$ cat config.mk
export PLATFORM = sky130hd
export DESIGN_NAME = channel_sweep_control
export DESIGN_NICKNAME = d
export VERILOG_FILES = /design/src/rtl/channel_sweep_control_pkg.sv /design/src/rtl/config_timeout_counter.sv /design/src/rtl/channel_sweep_control.sv
export SDC_FILE = /design/constraint.sdc
export NUM_CORES = 1
export LEC_CHECK = 0
export ABC_AREA = 1
export CORE_UTILIZATION = 50
export DETAILED_ROUTE_END_ITERATION = 16
export PLACE_DENSITY = 0.75
export SYNTH_ARGS = -nofsm -noshare
export SYNTH_HDL_FRONTEND = slang
export SYNTH_SLANG_ARGS = --single-unit
export TNS_END_PERCENT = 50
$ cat constraint.sdc
create_clock -name Clk -period 3.3 [get_ports Clk]
set_clock_uncertainty 0.05 [all_clocks]
set_input_delay 0.99 -clock Clk [delete_from_list [all_inputs] [get_ports Clk]]
set_output_delay 0.99 -clock Clk [all_outputs]
set_load 0.02 [all_outputs]
$ cat src/rtl/channel_sweep_control_pkg.sv
// Shared constants, state encoding and word-packing helper for the channel sweep controller.
package channel_sweep_control_pkg;

  localparam int CHANNEL_WIDTH = 6;
  localparam int DATA_WIDTH    = 16;
  localparam int TAG_WIDTH     = DATA_WIDTH - CHANNEL_WIDTH;

  localparam logic [TAG_WIDTH-1:0] HEADER_TAG_DEFAULT     = 10'h3C5;
  localparam logic [TAG_WIDTH-1:0] TAIL_TAG_DEFAULT       = 10'h3A5;
  localparam int                   CONFIG_TIMEOUT_DEFAULT = 50000;

  typedef logic [2:0] sweepState_t;

  localparam sweepState_t IDLE        = 3'd0;
  localparam sweepState_t LOAD_MASK   = 3'd1;
  localparam sweepState_t WAIT_CONFIG = 3'd2;
  localparam sweepState_t HEADER      = 3'd3;
  localparam sweepState_t START_SWEEP = 3'd4;
  localparam sweepState_t WAIT_ACQ    = 3'd5;
  localparam sweepState_t TAIL        = 3'd6;
  localparam sweepState_t NEXT        = 3'd7;

  // Header and tail words carry the tag in the upper bits and the channel in the lower bits.
  function automatic logic [DATA_WIDTH-1:0] tagWord(input logic [TAG_WIDTH-1:0] tag,
                                                    input logic [CHANNEL_WIDTH-1:0] channel);
    return {tag, channel};
  endfunction

endpackage

$ cat src/rtl/config_timeout_counter.sv
// Counts cycles spent waiting for slow-control configuration; expired flags the last allowed cycle.
module config_timeout_counter #(
  parameter int LIMIT = 50000
) (
  input  logic Clk,
  input  logic reset_n,
  input  logic clear,
  input  logic enable,
  output logic expired
);

  localparam int CW = $clog2(LIMIT + 1);
  localparam logic [CW-1:0] LAST = CW'(LIMIT - 1);

  logic [CW-1:0] count;

  // Holds at LAST so an un-serviced enable never wraps back to a fresh window.
  always_ff @(posedge Clk or negedge reset_n) begin
    if (!reset_n) begin
      count <= '0;
    end else if (clear) begin
      count <= '0;
    end else if (enable && (count != LAST)) begin
      count <= count + 1'b1;
    end
  end

  assign expired = enable && (count == LAST);

endmodule

$ cat src/rtl/channel_sweep_control.sv
// Steps through a channel range: loads each channel mask, runs one DAC sweep, and frames the data.
module channel_sweep_control
  import channel_sweep_control_pkg::*;
#(
  parameter logic [TAG_WIDTH-1:0] HEADER_TAG     = HEADER_TAG_DEFAULT,
  parameter logic [TAG_WIDTH-1:0] TAIL_TAG       = TAIL_TAG_DEFAULT,
  parameter int                   CONFIG_TIMEOUT = CONFIG_TIMEOUT_DEFAULT
) (
  input  logic                     Clk,
  input  logic                     reset_n,
  input  logic                     Start,
  input  logic                     Stop,
  input  logic [CHANNEL_WIDTH-1:0] StartChannel,
  input  logic [CHANNEL_WIDTH-1:0] EndChannel,
  output logic [CHANNEL_WIDTH-1:0] OutChannel,
  output logic                     LoadChannelMask,
  input  logic                     MicrorocConfigDone,
  output logic                     SweepStart,
  input  logic                     ACQDone,
  input  logic [DATA_WIDTH-1:0]    SweepACQData,
  input  logic                     SweepACQData_en,
  output logic [DATA_WIDTH-1:0]    OutData,
  output logic                     OutData_en,
  input  logic                     OutFull,
  output logic                     Busy,
  output logic                     AllDone,
  output logic                     ConfigTimeout,
  output logic                     Overflow,
  output sweepState_t              DebugState
);

  // Output stream: OutData is valid in every cycle OutData_en is high; OutFull acts as
  // ready for header/tail words only. Sweep data is never held back, so a word leaving
  // while OutFull is high is flagged through Overflow instead of being stalled.

  sweepState_t              state;
  sweepState_t              stateNext;
  logic [CHANNEL_WIDTH-1:0] channel;
  logic [CHANNEL_WIDTH-1:0] channelNext;
  logic [CHANNEL_WIDTH-1:0] endLatched;
  logic                     timerClear;
  logic                     timerEnable;
  logic                     timerExpired;
  logic                     aborting;

  assign aborting = Stop && (state != IDLE);

  always_comb begin
    stateNext = state;
    case (state)
      IDLE:        if (Start && (StartChannel <= EndChannel)) stateNext = LOAD_MASK;
      LOAD_MASK:   stateNext = WAIT_CONFIG;
      WAIT_CONFIG: begin
        if (MicrorocConfigDone)    stateNext = HEADER;
        else if (timerExpired)     stateNext = IDLE;
      end
      HEADER:      if (!OutFull) stateNext = START_SWEEP;
      START_SWEEP: stateNext = WAIT_ACQ;
      WAIT_ACQ:    if (ACQDone) stateNext = TAIL;
      TAIL:        if (!OutFull) stateNext = NEXT;
      NEXT:        stateNext = (channel == endLatched) ? IDLE : LOAD_MASK;
      default:     stateNext = IDLE;
    endcase
    if (aborting) stateNext = IDLE;
  end

  // The end comparison happens before the increment, so a range ending at 63 never wraps.
  always_comb begin
    channelNext = channel;
    if ((state == IDLE) && Start) begin
      channelNext = StartChannel;
    end else if ((state == NEXT) && !aborting && (channel != endLatched)) begin
      channelNext = channel + 1'b1;
    end
  end

  // The window opens on entry to LOAD_MASK so expiry lands CONFIG_TIMEOUT cycles after the load pulse.
  assign timerClear  = (stateNext == LOAD_MASK);
  assign timerEnable = (state == LOAD_MASK) || (state == WAIT_CONFIG);

  config_timeout_counter #(
    .LIMIT (CONFIG_TIMEOUT)
  ) u_timeout (
    .Clk     (Clk),
    .reset_n (reset_n),
    .clear   (timerClear),
    .enable  (timerEnable),
    .expired (timerExpired)
  );

  always_ff @(posedge Clk or negedge reset_n) begin
    if (!reset_n) begin
      state         <= IDLE;
      channel       <= '0;
      endLatched    <= '0;
      OutChannel    <= '0;
      OutData       <= '0;
      OutData_en    <= 1'b0;
      AllDone       <= 1'b0;
      ConfigTimeout <= 1'b0;
      Overflow      <= 1'b0;
    end else begin
      state      <= stateNext;
      channel    <= channelNext;
      OutData_en <= 1'b0;
      AllDone    <= 1'b0;
      if (stateNext == LOAD_MASK) OutChannel <= channelNext;
      case (state)
        IDLE: begin
          if (Start) begin
            endLatched    <= EndChannel;
            ConfigTimeout <= 1'b0;
            Overflow      <= 1'b0;
            if (StartChannel > EndChannel) AllDone <= 1'b1;
          end
        end
        WAIT_CONFIG: begin
          if (!aborting && !MicrorocConfigDone && timerExpired) ConfigTimeout <= 1'b1;
        end
        HEADER: begin
          if (!aborting && !OutFull) begin
            OutData    <= tagWord(HEADER_TAG, channel);
            OutData_en <= 1'b1;
          end
        end
        // A word arriving alongside Stop or ACQDone is still forwarded.
        WAIT_ACQ: begin
          if (SweepACQData_en) begin
            OutData    <= SweepACQData;
            OutData_en <= 1'b1;
            if (OutFull) Overflow <= 1'b1;
          end
        end
        TAIL: begin
          if (!aborting && !OutFull) begin
            OutData    <= tagWord(TAIL_TAG, channel);
            OutData_en <= 1'b1;
          end
        end
        NEXT: begin
          if (!aborting && (channel == endLatched)) AllDone <= 1'b1;
        end
        default: ;
      endcase
    end
  end

  assign Busy            = (state != IDLE);
  assign LoadChannelMask = (state == LOAD_MASK);
  assign SweepStart      = (state == START_SWEEP);
  assign DebugState      = state;

endmodule

==> impl_summary.log <==
INFO  metric post_synthesis_cell_type_count = 37
INFO  metric synth.top_cells.by_area = dfrtp_1, nand2_1, inv_1
INFO  metric chip_height = 81.81 um
INFO  metric reg2reg_from = DebugState[1]
INFO  metric grt_pass1_wl = 12.61 mm
INFO  metric final_report_setup_violation_count = 0
INFO  metric synth.cell_area = 0.003184 sq mm
INFO  metric nNetsFinal = 533
INFO  metric overflow = 0
INFO  metric static_leakage = 2.021 nW
INFO  metric detail_route.first_pass.iterations = 5
INFO  metric tns = 0 ns
INFO  metric dr_total_vias = 2922
INFO  metric ys_seq_elements = 57
INFO  metric grt_setup_unrepaired = false
INFO  metric dieArea = 0.006692 sq mm
INFO  metric post_synth_inst_count = 415
INFO  metric setup_ws = 0.4279 ns
INFO  metric h-tree-depth = 3
INFO  metric layout.core_utilization = 68.87%
INFO  metric post-cts-setup-buffers = 0
INFO  metric worst-endpoint-required = 2.26 ns
INFO  metric worst-path-stages = 5
INFO  metric max_freq = 348.2 MHz
INFO  metric holdBufCountCts = 0
INFO  metric yosysSeqAreaShare = 44.79%
INFO  metric worstPathArrival = 1.83 ns
INFO  metric drt_iter0_markers = 166
INFO  metric placeableCoreArea = 0.006026 sq mm
INFO  metric count_of_cells_along_the_worst_hold_path = 2
INFO  metric cap_violations = 0
INFO  metric crit_slowest_cell = clkdlybuf4s50_1
INFO  metric floorplan.initialDensity = 52.84%
INFO  metric timing.final.max_slew_violations = 0
INFO  metric finalWirelength = 7.576 mm
INFO  metric clock_tree.buffer_depth = 2
INFO  metric result_of_the_run = complete, no violations
INFO  metric yosysWarnings = 0
INFO  metric critical_path.endpoint_type = output port
INFO  metric path_clk_slew = 0.06 ns
INFO  metric r2r_cells = 8
INFO  metric finalWeightedCongestion = 0.9299
INFO  metric cts_tree = built
INFO  metric globalRouteTotalUtil = 25.50%
INFO  metric insertion_delay = 0.35 ns
INFO  metric setup.worst_path.end = Busy
INFO  metric setup.worst_path.class = reg2out
INFO  metric cp-start-kind = flop
INFO  metric cpLargestDelayFamily = buffers and inverters
INFO  metric place_worst_setup_slack = 0.3112 ns
INFO  metric num_io_pins = 68
INFO  metric clock_tree.root_cell = clkbuf_8
INFO  metric max-vdd-ir-drop = 0.0006117 V
INFO  metric pwr_density_cell = 828.2 mW/mm^2
INFO  metric grt_max_degree = 34
INFO  metric endpoint_of_the_worst_slack_reg_to_reg_timing_path = OutData[1]
INFO  metric final-hold-violation-count = 0
INFO  metric cts_num_sinks = 57
INFO  metric layout_min_cycle_time = 2.872 ns
INFO  metric layout-area-overhead-vs-synth = 30.33%
INFO  metric route.detailed.wl_per_inst = 13.31 um
INFO  metric post-synth-top-area-fraction = 44.79%
INFO  metric crit_path_frequent_cell = inv_1
INFO  metric antenna_violations_before_repair = 0
INFO  metric die_width = 81.81 um
INFO  metric worst_slew_margin_rel = 59.38%
INFO  metric cpPeakStageDelay = 0.60 ns
INFO  metric grt_pass1_vias = 2780
INFO  metric layout-drive-gt1-share = 9.109%
INFO  metric detailedPlacementHpwl = 5.571 mm
INFO  metric critPathMaxFanout = 8
INFO  metric post-route-drc-count = 0
INFO  metric timing.final.crit_share = 87.03%
INFO  metric antenna_left = 0
INFO  metric antenna_cells_inserted = 0
INFO  metric leading_cell_types_in_the_layout_fill_and_taps_excluded = nand2_1, clkdlybuf4s50_1, dfrtp_1, inv_1, nor2_1
INFO  metric synth_area_leader_cell = dfrtp_1
INFO  metric mostFrequentLayoutCell = nand2_1
INFO  metric crit_start = DebugState[0]
INFO  metric synth_area_per_cell = 7.673 sq um
INFO  metric reg2reg_setup_slack = 1.29 ns
INFO  metric numPortBuffers = 67
INFO  metric cts-resized-gates = 0
INFO  metric tritoncts_buffers = 9
INFO  metric crit_buf_inv = 3
INFO  metric overall_power_of_the_completed_layout = 0.003437 W
INFO  metric placementRows = 28
INFO  metric timing.critical_path.cells = inv_1, nand2_1, nor2_2, inv_1, clkdlybuf4s50_1
INFO  metric route.detailed.vias_per_inst = 5.135
INFO  metric class_of_the_tightest_hold_or_removal_check = reg2reg
INFO  metric syn-num-nets = 459
INFO  metric worst_slew_pin_slew = 0.6094 ns
INFO  metric holdWs = 0.4352 ns
[routing by layer]
metal / GRT usage (%) / vias to the layer above / wire length, um / part of all wire (%)
met3: 5.444 / 10 / 525 / 6.9
met2: 39.92 / 98 / 3380 / 45
met5: 0 / - / 0 / 0
met1: 34.42 / 1334 / 3556 / 47
li1: - / 1480 / - / -
met4: 9.825 / 0 / 113 / 1.5
[kinds of logic after synthesis]
logic type,share of synthesized area (%)
and+or+nand+nor,32.18
buffers and inverters,8.212
DFF,44.79
AOI/OAI and AO/OA,8.016
xor gates and xnor gates,3.301
adders and majority gates,3.144
muxes,0.3536
[synthesized netlist by cell type (all sizes together)]
library cell,n
a21oi,4
a22o,3
a31o,1
a31oi,8
a32o,1
and3,1
buf,6
clkbuf,2
dfrtp,57
ha,8
inv,54
mux2,1
nand2,129
nand3,37
nand3b,1
nand4,8
nor2,61
nor3,2
o211ai,1
o21ai,9
o21bai,1
o22a,5
o22ai,2
o32ai,1
xnor2,2
xor2,10
[where the power goes]
group          internal (W)  total [W]  switching (W)  leakage [nW]
Clock              0.000410   0.000697       0.000286         0.107
Sequential         0.000941    0.00115       0.000212         0.723
Combinational      0.000685    0.00159       0.000903          1.19
Total               0.00204    0.00344        0.00140          2.02
[worst min-delay path: stages (launching register included)]
cell and delay (ns):
dfrtp_1 0.35, nand2_1 0.05, nand2_1 0.05
[how the worst min path moves through the flow]
| stage | startpoint | to |
|---|---|---|
| final | OutChannel[3] | OutChannel[3] |
| after global routing | OutChannel[1] | OutChannel[1] |
| after CTS | OutChannel[1] | OutChannel[1] |
| after detailed placement | OutChannel[3] | OutChannel[3] |
| after global placement | OutChannel[1] | OutChannel[1] |
| after floorplan | endLatched[1] | endLatched[1] |
[stage by stage]
step	std cells	instance area, sq um
after floorplan	415	3184
after global placement	553	3943
after detailed placement	553	3943
after CTS	569	4150
after global routing	569	4150
final	569	4150
[registers in the layout, indices dropped and copies added, names as in the netlist]
| signal | flops |
|---|---|
| AllDone | 1 |
| ConfigTimeout | 1 |
| DebugState | 3 |
| OutChannel | 6 |
| OutData | 16 |
| OutData_en | 1 |
| Overflow | 1 |
| channel | 6 |
| endLatched | 6 |
| u_timeout.count | 16 |
[area by class of cell]
cell class	count	area [sq um]
inverter	54	205.2
timing repair buffer	71	720.7
tap	75	93.84
fill	509	1876
clock inverter	2	35.03
clock buffer	14	172.7
multi-input combinational	296	1496
sequential	57	1426
No activity file was read; power rests on OpenSTA's default activity.
